===== src/rtl/ours_output_ppln.sv =====
// Registered egress stage for valid/ready streams: 2-entry skid buffer (main + skid) under a 3-state FSM.
// Optional statistics counters are compiled in with `define OURS_OUTPUT_PPLN_STATS_EN.
module ours_output_ppln #(
    parameter int WIDTH     = 8,
    parameter int CNT_WIDTH = 16
) (
    input  logic             clk,
    input  logic             rstn,
    input  logic             flush,
    input  logic             valid_in,
    output logic             ready_out,
    input  logic [WIDTH-1:0] data_in,
    output logic             valid_out,
    input  logic             ready_in,
    output logic [WIDTH-1:0] data_out
`ifdef OURS_OUTPUT_PPLN_STATS_EN
    ,
    output logic [CNT_WIDTH-1:0] stall_cnt,
    output logic [CNT_WIDTH-1:0] xfer_cnt
`endif
);

    typedef enum logic [1:0] {
        EMPTY = 2'd0,
        BUSY  = 2'd1,
        FULL  = 2'd2
    } state_t;

    state_t           r_state;
    state_t           w_next_state;
    logic             r_valid_out;
    logic             r_ready_out;
    logic [WIDTH-1:0] r_main;
    logic [WIDTH-1:0] r_skid;

    logic w_push;
    logic w_pop;
    logic w_load_main;
    logic w_main_from_skid;
    logic w_load_skid;

    assign w_push    = valid_in & r_ready_out;
    assign w_pop     = r_valid_out & ready_in;
    assign valid_out = r_valid_out;
    assign ready_out = r_ready_out;
    assign data_out  = r_main;

    always_ff @(posedge clk) begin
        if (!rstn) begin
            r_state     <= EMPTY;
            r_valid_out <= 1'b0;
            r_ready_out <= 1'b0;
        end else begin
            r_state     <= w_next_state;
            r_valid_out <= (w_next_state != EMPTY);
            r_ready_out <= (w_next_state != FULL);
        end
    end

    always_comb begin
        w_next_state     = r_state;
        w_load_main      = 1'b0;
        w_main_from_skid = 1'b0;
        w_load_skid      = 1'b0;
        case (r_state)
            EMPTY: begin
                if (w_push) begin
                    w_load_main  = 1'b1;
                    w_next_state = BUSY;
                end
            end
            BUSY: begin
                if (w_push && w_pop) begin
                    w_load_main = 1'b1;
                end else if (w_push) begin
                    w_load_skid  = 1'b1;
                    w_next_state = FULL;
                end else if (w_pop) begin
                    w_next_state = EMPTY;
                end
            end
            FULL: begin
                if (w_pop) begin
                    w_load_main      = 1'b1;
                    w_main_from_skid = 1'b1;
                    w_next_state     = BUSY;
                end
            end
            default: w_next_state = EMPTY;
        endcase
        // Flush discards everything in flight, including a coincident push.
        if (flush) begin
            w_next_state = EMPTY;
            w_load_main  = 1'b0;
            w_load_skid  = 1'b0;
        end
    end

    always_ff @(posedge clk) begin
        if (w_load_main) begin
            r_main <= w_main_from_skid ? r_skid : data_in;
        end
        if (w_load_skid) begin
            r_skid <= data_in;
        end
    end

`ifdef OURS_OUTPUT_PPLN_STATS_EN
    logic [CNT_WIDTH-1:0] r_stall_cnt;
    logic [CNT_WIDTH-1:0] r_xfer_cnt;

    // Stall count saturates; transfer count wraps. Neither is cleared by flush.
    always_ff @(posedge clk) begin
        if (!rstn) begin
            r_stall_cnt <= '0;
            r_xfer_cnt  <= '0;
        end else begin
            if (r_valid_out && !ready_in && (r_stall_cnt != '1)) begin
                r_stall_cnt <= r_stall_cnt + 1'b1;
            end
            if (w_pop) begin
                r_xfer_cnt <= r_xfer_cnt + 1'b1;
            end
        end
    end

    assign stall_cnt = r_stall_cnt;
    assign xfer_cnt  = r_xfer_cnt;
`else
    a_cnt_width: assert property (@(posedge clk) CNT_WIDTH > 0);
`endif

    a_no_push_full: assert property (@(posedge clk) disable iff (!rstn)
        !(w_push && (r_state == FULL)));

    a_hold_stable: assert property (@(posedge clk) disable iff (!rstn)
        (r_valid_out && !ready_in && !flush) |=> ($stable(r_main) && r_valid_out));

endmodule


===== config.mk =====
export PLATFORM = sky130hd
export DESIGN_NAME = ours_output_ppln
export DESIGN_NICKNAME = d
export VERILOG_FILES = /design/src/rtl/ours_output_ppln.sv
export SDC_FILE = /design/constraint.sdc
export NUM_CORES = 1
export LEC_CHECK = 0
export CORE_MARGIN = 10
export CORE_UTILIZATION = 35
export CTS_BUF_LIST = sky130_fd_sc_hd__clkbuf_4
export CTS_CLUSTER_DIAMETER = 30
export DETAILED_ROUTE_END_ITERATION = 8
export GPL_TIMING_DRIVEN = 0
export HOLD_SLACK_MARGIN = 0.08
export PLACE_DENSITY = 0.72
export REMOVE_ABC_BUFFERS = 1
export SYNTH_ARGS = -nofsm -noshare
export SYNTH_HDL_FRONTEND = slang
export SYNTH_SLANG_ARGS = --single-unit

===== constraint.sdc =====
create_clock -name clk -period 2.7 [get_ports clk]
set_input_delay 0.54 -clock clk [delete_from_list [all_inputs] [get_ports clk]]
set_output_delay 0.54 -clock clk [all_outputs]
set_load 0.02 [all_outputs]

# Yosys cells after proc, flatten, opt, wreduce, memory -nomap -nowiden
# Index checks and enable logic that the tools add are counted.
# W data, S select, Z words.
[classes] n_eq_ne=3 n_mux=17 bitwise_logic=2 reduce_logical=3
[op_table] operator="$mux W2" count=6
[op_table] operator="$mux W1" count=8
[op_table] operator="$mux W8" count=1
[op_table] operator="$pmux W2 S3" count=1
[op_table] operator="$pmux W1 S3" count=1
[op_table] operator="$and A1 B1 Y1" count=2
[op_table] operator="$eq A2 B1 Y1 const B" count=1
[op_table] operator="$eq A2 B2 Y1 const B" count=1
[op_table] operator="$logic_not A2 Y1" count=1
[op_table] operator="$ne A2 B2 Y1 const B" count=1
[op_table] operator="$reduce_bool A2 Y1" count=1
[op_table] operator="$logic_and A1 B1 Y1" count=1
[word_totals] ff_bits=20 in_bits=13 out_inout_bits=10 wordCells=30

# Depth between registers and ports, before layout
[depth] depth_word=7 depth_mapped=4 ltp_nobuf=3

# Worst setup path after synthesis
# No wires, ideal clock.
[synth_timing] path_kind="input to register" start="input port ready_in" end="register r_skid[0], enable pin" setup_time_ns=0.395 t_arrival_ns=1.498 t_required_ns=2.305 path_slack_ns=0.807 cell_stages=3 n_path_buf=0 cell_sequence="nand2_2 nand2_1 nor4_1"
[synth_between] elab_chain_cells=5
[synth_lines] element="from (decl)" line="14" source="input logic ready_in,"
[synth_lines] element="$and A1 B1 Y1" line="43" source="assign w_pop = r_valid_out & ready_in;"
[synth_lines] element="$logic_and A1 B1 Y1" line="73" source="if (w_push && w_pop) begin"
[synth_lines] element="$mux W1" line="73"
[synth_lines] element="$mux W1" line="65" source="case (r_state)"
[synth_lines] element="$mux W1" line="92" source="if (flush) begin"
[synth_lines] element="net w_load_skid" line="40" source="logic w_load_skid;"
[synth_lines] element="to (signal assigned)" line="104" source="r_skid <= data_in;"
[synth_lines] element="to (decl)" line="34" source="logic [WIDTH-1:0] r_skid;"
# The timed path passes the listed nets, and every way through them passes these cells.
# A chain may end at the register's enable or synchronous reset.

# Worst setup path in the final report
[layout_timing] start="input port ready_in" end="register r_main[7] (netlist: data_out[7]), enable pin"
[layout_between] elab_chain_cells=5 word_cells_on_any_way=6 cone_classes="mux (4); bitwise (1); reduce/logical (1)"
[layout_lines] element="$and A1 B1 Y1 *" line="43"
[layout_lines] element="$logic_and A1 B1 Y1" line="73"
[layout_lines] element="$mux W1" line="73"
[layout_lines] element="$pmux W1 S3 *" line="65"
[layout_lines] element="$mux W1 *" line="92"
[layout_lines] element="net w_load_main" line="38" source="logic w_load_main;"
[layout_lines] element="to (signal assigned)" line="101" source="r_main <= w_main_from_skid ? r_skid : data_in;"
[layout_lines] element="to (decl)" line="33" source="logic [WIDTH-1:0] r_main;"
# The timed path passes the listed nets; every way through them passes the cells marked *.

==> metrics.txt <==
total standard cell area after synthesis slightly above 800 sq um; remaining global-route overflow 0; final critical-path share of the clock period roughly three quarters; cell types with the largest area share after synthesis edfxtp_1 (59%), mux2_2 (11%), dfxtp_1 (9.8%), nand4b_4 (2.9%), buf_6 (1.4%); min Tclk post-route between 2 and 2.5 ns; post-DP HPWL 1110 microns; Warnings, synthesis 0; row count 17; post-synthesis cell type count 24; number of buffers inserted by port buffering 22; total power after layout between 0.5 and 0.6 mW; Worst Setup Slack, final 0.662 ns; clock insertion delay at the later pin of the skew report roughly 0.28 ns; slowest cell on the critical path clkdlybuf4s50_1; overall track demand over capacity in global routing under 10%; DRC violation count after routing 0; Synth async-reset ratio 0%; number of flops mapped to enable cells by yosys 16; CP Buf/Inv Count 1; area added between synthesis and finish 32.7%; number of max-slew violations in the final report 0; actual transition at the worst max-transition pin between 0.8 and 0.9 ns; clock tree from TritonCTS done; RSZ-0062 raised after global routing false; Reg clk slew, reported paths about 0.090 ns; top cell family by delay on the critical path buffers and inverters; top cell type by total area after synthesis edfxtp_1; final weighted congestion of routability-driven global placement roughly 0.71; reported leakage power around 0.37 nW; via count of the first global-routing pass approximately 520; overall die height slightly below 70 microns; largest net degree at the start of global routing 11; number of buffers inserted to repair setup after CTS 0; commonest cells in the synthesized netlist edfxtp_1 (16), mux2_2 (8), dfxtp_1 (4); mean cell area of the mapped netlist ~16 sq um; hold bufs inserted after CTS 0; type of the most critical hold path flop to flop; vias per cell ~5; maximum clock rate approximately 500 MHz; dominant synthesized flop cell edfxtp_1; global-route wire length before repair roughly 2400 microns; number of hold-slack violations in the final timing report 0; ANT nets after route 0; floorplan core area around 2200 sq um; total inserted antenna cells 0; post-synthesis sequential area ratio a little under 70%; worst slack at placement 0.325 ns; Horiz. Die Dim 68.4 microns; number of standard cells after synthesis 50; iteration count of the initial detailed-routing pass 4; chain of cells forming the critical path clkdlybuf4s50_1, nand2_2, or3_1, a21oi_2; power density normalized to cell area about 480 nW/um^2; cell with the most instances after synthesis edfxtp_1; register bit total from synthesis 20; number of cells upsized or downsized after cts 0; run status finished clean; I/O pin count 23; maximum cell stage delay along the critical path ~0.54 ns; number of setup violations in the final report 0; Initial Util between 30 and 40%; post-detailed-routing wire length approximately 1400 microns; via total after detailed routing about 510; number of levels the H-tree was split into 1; area share of the largest cell type after synthesis approximately three fifths; remaining max-slew budget at the tightest pin roughly two fifths; Max clock buf depth 2; Worst Clk Skew between 0.003 and 0.004 ns; worst endpoint data arrival time roughly 2.0 ns; Maximum Capacitance Violations 0; fraction of final layout cells with drive strength greater than 1 20.5%; data required time at the worst endpoint approximately 2.6 ns; number of violations reported at the end of detailed-routing iteration 0 5; Crit. End Element flop; Die Outline Area 4680 sq um; critical setup path kind primary input to flop; drt wl/cell around 14 microns; total CTS buffers 3; Final nets 88; fill cell count ~210; element type at the critical path start primary input; CTS Root Cell clkbuf_4; worst-path maximum fanout 8; Max rail drop VDD 0.000197 V; number of sinks driven by the clock tree 20; initial antenna violation count 0
-- stage by stage --
step | setup TNS [ns] | cells | hold WS [ns] | area [sq um] | utilization [%]
floorplan | 0 | 48 | 0.525 | 803 | -
global placement | -0.578 | 98 | 0.527 | 1060 | 47.9
detailed placement | 0 | 98 | 0.536 | 1060 | 48.1
CTS | 0 | 101 | 0.560 | 1090 | 49.2
global route | 0 | 101 | 0.565 | 1090 | 49.2
finish | 0 | 101 | 0.556 | 1090 | 49.2
-- sequential cells by signal, indices dropped and copies added (netlist names) --
signal     count
data_out       8
valid_out      1
r_state        2
ready_out      1
r_skid         8
-- where the power goes --
| group | leakage [nW] | total [mW] | internal [mW] | switching [mW] |
|---|---|---|---|---|
| combinational | 0.176 | 0.0537 | 0.0322 | 0.0215 |
| clock | 0.0138 | 0.128 | 0.0517 | 0.0764 |
| sequential | 0.178 | 0.343 | 0.339 | 0.00402 |
-- layout make-up --
| cell class | instances | area (sq um) | area share (%) |
|---|---|---|---|
| clock buffers | 3 | 22.5 | 2.07 |
| inverters | 1 | 3.75 | 0.345 |
| multi-input cells | 27 | 245 | 22.6 |
| flip-flops and latches | 20 | 561 | 51.6 |
| well taps | 28 | 35.0 | 3.22 |
| repair buffers | 22 | 220 | 20.3 |
-- cells in the final DEF (no fill, tap or decap), types with 2 or more instances in the layout --
master / netlist / routed
clkdlybuf4s50_1: 0 / 22
edfxtp_1: 16 / 16
mux2_2: 8 / 8
dfxtp_1: 4 / 4
clkbuf_4: 0 / 3
nand2_1: 2 / 2
-- cell families after synthesis --
logic type / share of synthesized area, %
flip-flops: 68.4
buffers and inverters: 2.44
AND/OR/NAND/NOR: 11.9
AO/OA/AOI/OAI: 6.26
multiplexers: 11.0
-- routing by layer --
| layer | routed length (microns) | vias to the layer above | part of all wire, % | GRT usage [%] |
|---|---|---|---|---|
| met5 | 0 | - | 0 | 0 |
| met1 | 561 | 242 | 40 | 7.09 |
| met4 | 7 | 0 | 0.50 | 3.77 |
| met3 | 192 | 2 | 14 | 4.24 |
| met2 | 643 | 19 | 46 | 10.4 |
| li1 | - | 245 | - | - |
-- path summary, 6_finish.rpt --
kind                                 start           to  slack [ns]  cells after the start
worst max register to register  r_state[1]  data_out[7]        1.02                      3
worst max-delay path              ready_in  data_out[7]        0.66                      4
worst min-delay path             r_skid[6]  data_out[6]        0.56                      1
worst min register to register   r_skid[6]  data_out[6]        0.56                      1
Note: power is estimated with default switching activity, not from simulation.
